## src/rtl/practice_sequencer_if.sv

```systemverilog
`default_nettype none
// ============================================================================
//  Module      : practice_sequencer_if
//  Description : Bundles the control, keyboard and display signals of the
//                piano practice sequencer.
//                master modport: the side driving START/MODE/TICK/key_note
//                slave  modport: the sequencer itself
//  Ports       : START, MODE, TICK, key_note       (master -> slave)
//                tone_note, expect_note, Led,
//                busy, done, err_cnt               (slave -> master)
//  Revision    : 1.0  initial release
// ============================================================================
interface practice_sequencer_if;
  logic       START;
  logic       MODE;
  logic       TICK;
  logic [3:0] key_note;
  logic [3:0] tone_note;
  logic [3:0] expect_note;
  logic [7:0] Led;
  logic       busy;
  logic       done;
  logic [7:0] err_cnt;

  modport master (
    output START, MODE, TICK, key_note,
    input  tone_note, expect_note, Led, busy, done, err_cnt
  );

  modport slave (
    input  START, MODE, TICK, key_note,
    output tone_note, expect_note, Led, busy, done, err_cnt
  );
endinterface
`default_nettype wire

```

## src/rtl/practice_sequencer.sv

```systemverilog
`default_nettype none
// ============================================================================
//  Module      : practice_sequencer
//  Description : Piano practice sequencer with a fixed 15-note song.
//                Tutor mode shows the next note and waits for the player to
//                press and release it, counting wrong presses. Autoplay mode
//                drives each note to the tone generator for NOTE_TICKS ticks
//                followed by GAP_TICKS ticks of silence.
//  Ports       : CLK            system clock, rising edge
//                RESET          synchronous active-high reset
//                bus (slave)    START, MODE, TICK, key_note in;
//                               tone_note, expect_note, Led, busy, done,
//                               err_cnt out
//  Options     : PRACTICE_TIMEOUT_EN - when defined, a tutor note left
//                unpressed for TIMEOUT_TICKS ticks counts as an error and the
//                song moves on.
//  Revision    : 1.0  initial release
// ============================================================================
module practice_sequencer #(
  parameter int SONG_LEN      = 15,
  parameter int NOTE_TICKS    = 40,
  parameter int GAP_TICKS     = 10,
  parameter int TIMEOUT_TICKS = 200
) (
  input  logic                 CLK,
  input  logic                 RESET,
  practice_sequencer_if.slave  bus
);

  typedef enum logic [2:0] {
    S_IDLE    = 3'd0,
    S_PRESENT = 3'd1,
    S_RELEASE = 3'd2,
    S_WRONG   = 3'd3,
    S_PLAY    = 3'd4,
    S_GAP     = 3'd5,
    S_DONE    = 3'd6
  } state_t;

  localparam int IDX_W  = (SONG_LEN > 1) ? $clog2(SONG_LEN) : 1;
  localparam int PG_MAX = (NOTE_TICKS > GAP_TICKS) ? NOTE_TICKS : GAP_TICKS;
`ifdef PRACTICE_TIMEOUT_EN
  // The one tick counter also times the tutor timeout, so size it for that.
  localparam int CNT_MAX = (PG_MAX > TIMEOUT_TICKS) ? PG_MAX : TIMEOUT_TICKS;
`else
  localparam int CNT_MAX = PG_MAX;
`endif
  localparam int CNT_W = (CNT_MAX > 1) ? $clog2(CNT_MAX) : 1;

  // The song table has 15 entries; every tick length must be at least one.
  if (SONG_LEN < 1 || SONG_LEN > 15 || NOTE_TICKS < 1 || GAP_TICKS < 1 ||
      TIMEOUT_TICKS < 1) begin : g_param_check
    $error("practice_sequencer: parameter out of range");
  end

  // E E F G G F E D C4 C4 D E E D D  (none=0, C4=1 .. C5=8)
  function automatic logic [3:0] song_at(input logic [IDX_W-1:0] i);
    case (int'(i))
      0:       song_at = 4'd3;
      1:       song_at = 4'd3;
      2:       song_at = 4'd4;
      3:       song_at = 4'd5;
      4:       song_at = 4'd5;
      5:       song_at = 4'd4;
      6:       song_at = 4'd3;
      7:       song_at = 4'd2;
      8:       song_at = 4'd1;
      9:       song_at = 4'd1;
      10:      song_at = 4'd2;
      11:      song_at = 4'd3;
      12:      song_at = 4'd3;
      13:      song_at = 4'd2;
      14:      song_at = 4'd2;
      default: song_at = 4'd0;
    endcase
  endfunction

  state_t             state_q, state_d;
  logic [IDX_W-1:0]   idx_q,   idx_d;
  logic [CNT_W-1:0]   cnt_q,   cnt_d;
  logic [7:0]         err_q,   err_d;

  logic [3:0]         cur_note;
  logic               is_last;
  logic [7:0]         err_sat;

  assign cur_note = song_at(idx_q);
  assign is_last  = (idx_q == IDX_W'(SONG_LEN - 1));
  assign err_sat  = (err_q == 8'hFF) ? err_q : err_q + 8'd1;

  always_ff @(posedge CLK) begin
    if (RESET) begin
      state_q <= S_IDLE;
      idx_q   <= '0;
      cnt_q   <= '0;
      err_q   <= '0;
    end else begin
      state_q <= state_d;
      idx_q   <= idx_d;
      cnt_q   <= cnt_d;
      err_q   <= err_d;
    end
  end

  always_comb begin
    state_d = state_q;
    idx_d   = idx_q;
    cnt_d   = cnt_q;
    err_d   = err_q;

    case (state_q)
      S_IDLE, S_DONE: begin
        cnt_d = '0;
        if (bus.START) begin
          idx_d   = '0;
          err_d   = '0;
          state_d = bus.MODE ? S_PLAY : S_PRESENT;
        end
      end

      S_PRESENT: begin
        // A correct key wins over a timeout landing on the same cycle.
        if (bus.key_note == cur_note) begin
          cnt_d   = '0;
          state_d = S_RELEASE;
        end else if (bus.key_note != 4'd0) begin
          cnt_d   = '0;
          err_d   = err_sat;
          state_d = S_WRONG;
        end
`ifdef PRACTICE_TIMEOUT_EN
        else if (bus.TICK) begin
          if (cnt_q == CNT_W'(TIMEOUT_TICKS - 1)) begin
            cnt_d = '0;
            err_d = err_sat;
            if (is_last) begin
              state_d = S_DONE;
            end else begin
              idx_d   = idx_q + IDX_W'(1);
              state_d = S_PRESENT;
            end
          end else begin
            cnt_d = cnt_q + CNT_W'(1);
          end
        end
`endif
      end

      S_RELEASE: begin
        cnt_d = '0;
        if (bus.key_note == 4'd0) begin
          if (is_last) begin
            state_d = S_DONE;
          end else begin
            idx_d   = idx_q + IDX_W'(1);
            state_d = S_PRESENT;
          end
        end
      end

      // Waiting for release is what limits errors to one per key press.
      S_WRONG: begin
        cnt_d = '0;
        if (bus.key_note == 4'd0) begin
          state_d = S_PRESENT;
        end
      end

      S_PLAY: begin
        if (bus.TICK) begin
          if (cnt_q == CNT_W'(NOTE_TICKS - 1)) begin
            cnt_d   = '0;
            state_d = S_GAP;
          end else begin
            cnt_d = cnt_q + CNT_W'(1);
          end
        end
      end

      S_GAP: begin
        if (bus.TICK) begin
          if (cnt_q == CNT_W'(GAP_TICKS - 1)) begin
            cnt_d = '0;
            if (is_last) begin
              state_d = S_DONE;
            end else begin
              idx_d   = idx_q + IDX_W'(1);
              state_d = S_PLAY;
            end
          end else begin
            cnt_d = cnt_q + CNT_W'(1);
          end
        end
      end

      default: begin
        cnt_d   = '0;
        state_d = S_IDLE;
      end
    endcase
  end

  logic [3:0] expect_w;
  logic [3:0] tone_w;
  logic [7:0] led_w;

  always_comb begin
    expect_w = 4'd0;
    tone_w   = 4'd0;
    case (state_q)
      S_PRESENT, S_RELEASE, S_WRONG, S_GAP: expect_w = cur_note;
      S_PLAY: begin
        expect_w = cur_note;
        tone_w   = cur_note;
      end
      default: ;
    endcase
  end

  // Led[k] lights for note code k+1; note none leaves every bit dark.
  always_comb begin
    led_w = 8'd0;
    for (int k = 0; k < 8; k++) begin
      led_w[k] = (expect_w == 4'(k + 1));
    end
  end

  assign bus.expect_note = expect_w;
  assign bus.tone_note   = tone_w;
  assign bus.Led         = led_w;
  assign bus.busy        = (state_q != S_IDLE) && (state_q != S_DONE);
  assign bus.done        = (state_q == S_DONE);
  assign bus.err_cnt     = err_q;

endmodule
`default_nettype wire

```

## src/flat_wrapper.sv

```systemverilog
// flat-port wrapper written by rule: the top's interface ports become plain ports
module practice_sequencer_flat 
#(
  parameter int SONG_LEN      = 15,
  parameter int NOTE_TICKS    = 40,
  parameter int GAP_TICKS     = 10,
  parameter int TIMEOUT_TICKS = 200
)
  (CLK, RESET, bus_START, bus_MODE, bus_TICK, bus_key_note, bus_tone_note, bus_expect_note, bus_Led, bus_busy, bus_done, bus_err_cnt);
  practice_sequencer_if bus_i ();
  input  logic CLK;
  input  logic RESET;
  input wire logic [$bits(bus_i.START)-1:0] bus_START;
  input wire logic [$bits(bus_i.MODE)-1:0] bus_MODE;
  input wire logic [$bits(bus_i.TICK)-1:0] bus_TICK;
  input wire logic [$bits(bus_i.key_note)-1:0] bus_key_note;
  output wire logic [$bits(bus_i.tone_note)-1:0] bus_tone_note;
  output wire logic [$bits(bus_i.expect_note)-1:0] bus_expect_note;
  output wire logic [$bits(bus_i.Led)-1:0] bus_Led;
  output wire logic [$bits(bus_i.busy)-1:0] bus_busy;
  output wire logic [$bits(bus_i.done)-1:0] bus_done;
  output wire logic [$bits(bus_i.err_cnt)-1:0] bus_err_cnt;
  assign bus_i.START = bus_START;
  assign bus_i.MODE = bus_MODE;
  assign bus_i.TICK = bus_TICK;
  assign bus_i.key_note = bus_key_note;
  assign bus_tone_note = bus_i.tone_note;
  assign bus_expect_note = bus_i.expect_note;
  assign bus_Led = bus_i.Led;
  assign bus_busy = bus_i.busy;
  assign bus_done = bus_i.done;
  assign bus_err_cnt = bus_i.err_cnt;
  practice_sequencer #(.SONG_LEN(SONG_LEN), .NOTE_TICKS(NOTE_TICKS), .GAP_TICKS(GAP_TICKS), .TIMEOUT_TICKS(TIMEOUT_TICKS)) u_core (.CLK(CLK), .RESET(RESET), .bus(bus_i));
endmodule
```

## config.mk

```make
export PLATFORM = sky130hd
export DESIGN_NAME = practice_sequencer_flat
export DESIGN_NICKNAME = d
export VERILOG_FILES = /design/src/rtl/practice_sequencer_if.sv /design/src/rtl/practice_sequencer.sv /design/src/flat_wrapper.sv
export SDC_FILE = /design/constraint.sdc
export NUM_CORES = 1
export LEC_CHECK = 0
export ABC_AREA = 1
export CORE_MARGIN = 2
export CORE_UTILIZATION = 47
export DETAILED_ROUTE_END_ITERATION = 10
export HOLD_SLACK_MARGIN = 0.12
export PLACE_DENSITY = 0.74
export SETUP_SLACK_MARGIN = 0.4
export SYNTH_ARGS = -nofsm -noshare
export SYNTH_HDL_FRONTEND = slang
export SYNTH_SLANG_ARGS = --single-unit
```

## constraint.sdc

```tcl
create_clock -name CLK -period 3.8 [get_ports CLK]
set_clock_uncertainty 0.05 [all_clocks]
set_input_delay 0.38 -clock CLK [delete_from_list [all_inputs] [get_ports CLK]]
set_output_delay 0.38 -clock CLK [all_outputs]
set_load 0.02 [all_outputs]
```

==> impl_metrics.py <==
metrics = {
    "synthesis": {
        "async_flop_share": 0,
        "netlist_instances": 270,
        "avgSynthCellArea_um2": 6.21,
        "synth_top_flop_cell": "dfxtp_1",
        "synth.most_common_cell": "nand2_1",
        "yosysTopAreaCell": "dfxtp_1",
        "ys_types": 31,
        "synth_top_area_frac": 0.287,
        "synth.area.top_cells": "dfxtp_1 (29%), nand2_1 (14%), nor2_1 (9.6%), inv_1 (7.8%), a21oi_1 (5.7%)",
        "yosys_warnings": 0,
        "synth_edf_count": 0,
        "synth_seq_cells": 24,
        "synth_area_um2": 1680,
        "synth_top_cells_by_count": "nand2_1 (64), nor2_1 (43), inv_1 (35)",
        "synth_seq_area_share": 0.287,
    },
    "power_and_ir_drop": {
        "switching_share": 0.485,
        "pwr-share-clk": 0.143,
        "p_leak_nw": 0.909,
        "ir_worst_vdd_uv": 219,
        "power_density_nw_per_um2": 646,
        "p_int_uw": 688,
        "switchingPower_uw": 648,
        "seq_power_share": 0.267,
        "power_frac_comb": 0.590,
    },
    "worst_setup_path": {
        "startpoint": "u_core.state_q[2]",
        "worstSetupEndpointType": "output port",
        "r2r_end": "u_core.state_q[0]",
        "setup.worst_path.end": "bus_Led[5]",
        "cpPeakStageDelay_ns": 0.54,
        "required_ns": 3.37,
        "r2r_cells": 8,
        "cp_slowest_cell": "clkdlybuf4s50_1",
        "critPathArrivalTime_ns": 2.12,
        "cp-start-kind": "flop",
        "worstPathMaxFanout": 6,
        "path_cells": "inv_2 -> nand2_2 -> nand2_2 -> a21oi_1 -> nor2_1 -> nand2_1 -> nor2_1 -> clkdlybuf4s50_1",
        "worstSetupPathType": "flop to output port",
        "r2r-start": "u_core.state_q[0]",
        "r2r_setup_slack_ns": 1.77,
    },
    "clock_tree": {
        "insertion_delay_ns": 0.32,
        "cts_tree": "yes",
        "cts_root_buffer": "clkbuf_4",
        "ctsLongestPathBuffers": 2,
        "htree_levels": 1,
        "post_cts_resized": 0,
        "cts_buffers": 3,
        "post-cts-setup-buffers": 0,
        "clkTransAtPathRegs_ns": 0.15,
        "numClockSinks": 24,
        "cts.hold.buffers_added": 0,
    },
    "finish": {
        "area_growth_pct": 23.3,
        "layout.nets": 316,
        "num_antenna_cells": 0,
        "finish.instance_area_um2": 2070,
        "drive_above_1_share": 0.0764,
        "final_core_util": 0.610,
    },
    "timing": {
        "hold_viol": 0,
        "setup_viol": 0,
        "fin_crit_ns": 2.55,
        "fmax_ghz": 0.391,
        "slew_viol_final": 0,
        "fin_setup_tns_ns": 0,
        "rsz0062_at_grt": "no",
        "finalCritPeriodShare": 0.672,
    },
    "placed_design": {
        "dpl_cell_area_um2": 2010,
        "port-buffer-count": 31,
        "gp_congestion": 0.850,
        "dp.final_hpwl_mm": 2.91,
    },
    "routing": {
        "route.met2.wl_mm": 1.62,
        "drt-met1-wl_mm": 1.90,
        "wl_met3_um": 166,
        "drtAntennaViolNets": 0,
        "drc": 0,
        "drt_iter0_markers": 69,
        "via_count": 1692,
        "wirelength_mm": 3.71,
        "top_layer": "met4",
        "dr.pass1.iters": 4,
        "wl_per_cell_um": 10.7,
        "vias_per_cell": 4.88,
    },
    "global_routing": {
        "grt_max_degree": 15,
        "grt_overflow_total": 0,
        "grt_usage": 0.198,
        "grt_pass1_vias": 1584,
        "antenna_found_initial": 0,
        "grt_pass1_wl_mm": 6.54,
    },
    "die": {
        "die-area_um2": 4060,
        "die_h_um": 63.7,
        "ioPinCount": 35,
        "fp.dieW_um": 63.7,
        "core-area_um2": 3390,
        "start_util": 0.495,
        "rows": 21,
    },
    "run_status": {
        "status": "completed",
    },
    "hold_path": {
        "holdCritPathClass": "flop to flop",
    },
    "run": {
        "max_cap_violations": 0,
    },
}
-- cells by family (layout without fill, tap and decap cells) --
family          count (synthesis)  after routing  share of synthesized area
simple gates                  151            151                      0.410
buf+inv                        44             73                      0.107
compound gates                 39             39                      0.125
flops                          24             24                      0.287
xor+xnor                        6              6                     0.0313
fa+ha+maj                       5              5                     0.0373
other cells                     1              3                    0.00224
-- power groups by stage --
| stage | logic, mW | clock network, mW | registers [mW] |
|---|---|---|---|
| final | 0.788 | 0.191 | 0.357 |
| after global routing | 0.890 | 0.204 | 0.365 |
| after CTS | 0.789 | 0.193 | 0.356 |
| after floorplan | 0.588 | 0 | 0.342 |
| after global placement | 0.779 | 0 | 0.361 |
| after detailed placement | 0.786 | 0 | 0.360 |
-- registers in the layout, indices dropped and copies added, names as in the netlist --
signal              flops
u_core.bus.err_cnt      8
u_core.cnt_q            6
u_core.cur_note         3
u_core.idx_q            4
u_core.state_q          3
-- worst min-delay path by stage --
stage	depth (start not counted)	start	slack (ns)	end
3_3_place_gp	1	u_core.bus.err_cnt[4]	0.41	u_core.bus.err_cnt[4]
6_report	2	u_core.cnt_q[2]	0.45	u_core.cnt_q[2]
5_1_grt	1	u_core.bus.err_cnt[4]	0.46	u_core.bus.err_cnt[4]
3_5_place_dp	1	u_core.bus.err_cnt[4]	0.41	u_core.bus.err_cnt[4]
2_1_floorplan	2	u_core.cnt_q[2]	0.41	u_core.cnt_q[2]
4_1_cts	1	u_core.bus.err_cnt[4]	0.45	u_core.bus.err_cnt[4]
-- routing by layer --
layer	vias up	global-route usage
met5	-	0
met4	0	0.0707
met3	4	0.0232
met2	41	0.332
met1	734	0.260
li1	913	-
-- layout by cell type, fill, tap and decap left out, drive strengths merged --
cell,synthesis,final
a21oi,19,19
nor3b,1,1
nand2,68,68
nand3b,1,1
conb,1,3
ha,5,5
xnor2,2,2
dfxtp,24,24
nand3,21,21
clkdlybuf4s50,0,31
nor3,4,4
inv,38,38
o211ai,1,1
o21bai,1,1
bufinv,0,1
o21ai,15,15
nor2,52,52
nand4,3,3
xor2,4,4
a211oi,2,2
o22ai,1,1
nor4,1,1
clkbuf,2,3
-- worst max-delay path: cells and delay by family (launching register included) --
kind / cells / cell delay, ns
flip-flops: 1 / 0.44
AND/OR/NAND/NOR: 5 / 0.43
AO/OA/AOI/OAI: 1 / 0.28
buffers and inverters: 2 / 0.64
-- stage by stage --
| step | cells | setup WS, ns | hold WS [ns] | power (mW) |
|---|---|---|---|---|
| 2_1_floorplan | 272 | 1.92 | 0.408 | 0.930 |
| 3_3_place_gp | 343 | 1.64 | 0.413 | 1.14 |
| 3_5_place_dp | 343 | 1.63 | 0.414 | 1.15 |
| 4_1_cts | 347 | 1.24 | 0.446 | 1.34 |
| 5_1_grt | 347 | 1.04 | 0.464 | 1.46 |
| 6_report | 347 | 1.25 | 0.448 | 1.34 |
-- cell type report --
cell class | instances | area, µm²
fill | 311 | 1320
multi-input combinational | 204 | 1020
timing repair buffer | 31 | 310
inverter | 38 | 143
sequential | 24 | 480
clock inverter | 1 | 30.0
tap | 46 | 57.6
clock buffer | 3 | 22.5
Power figures use the tool's default switching activity.
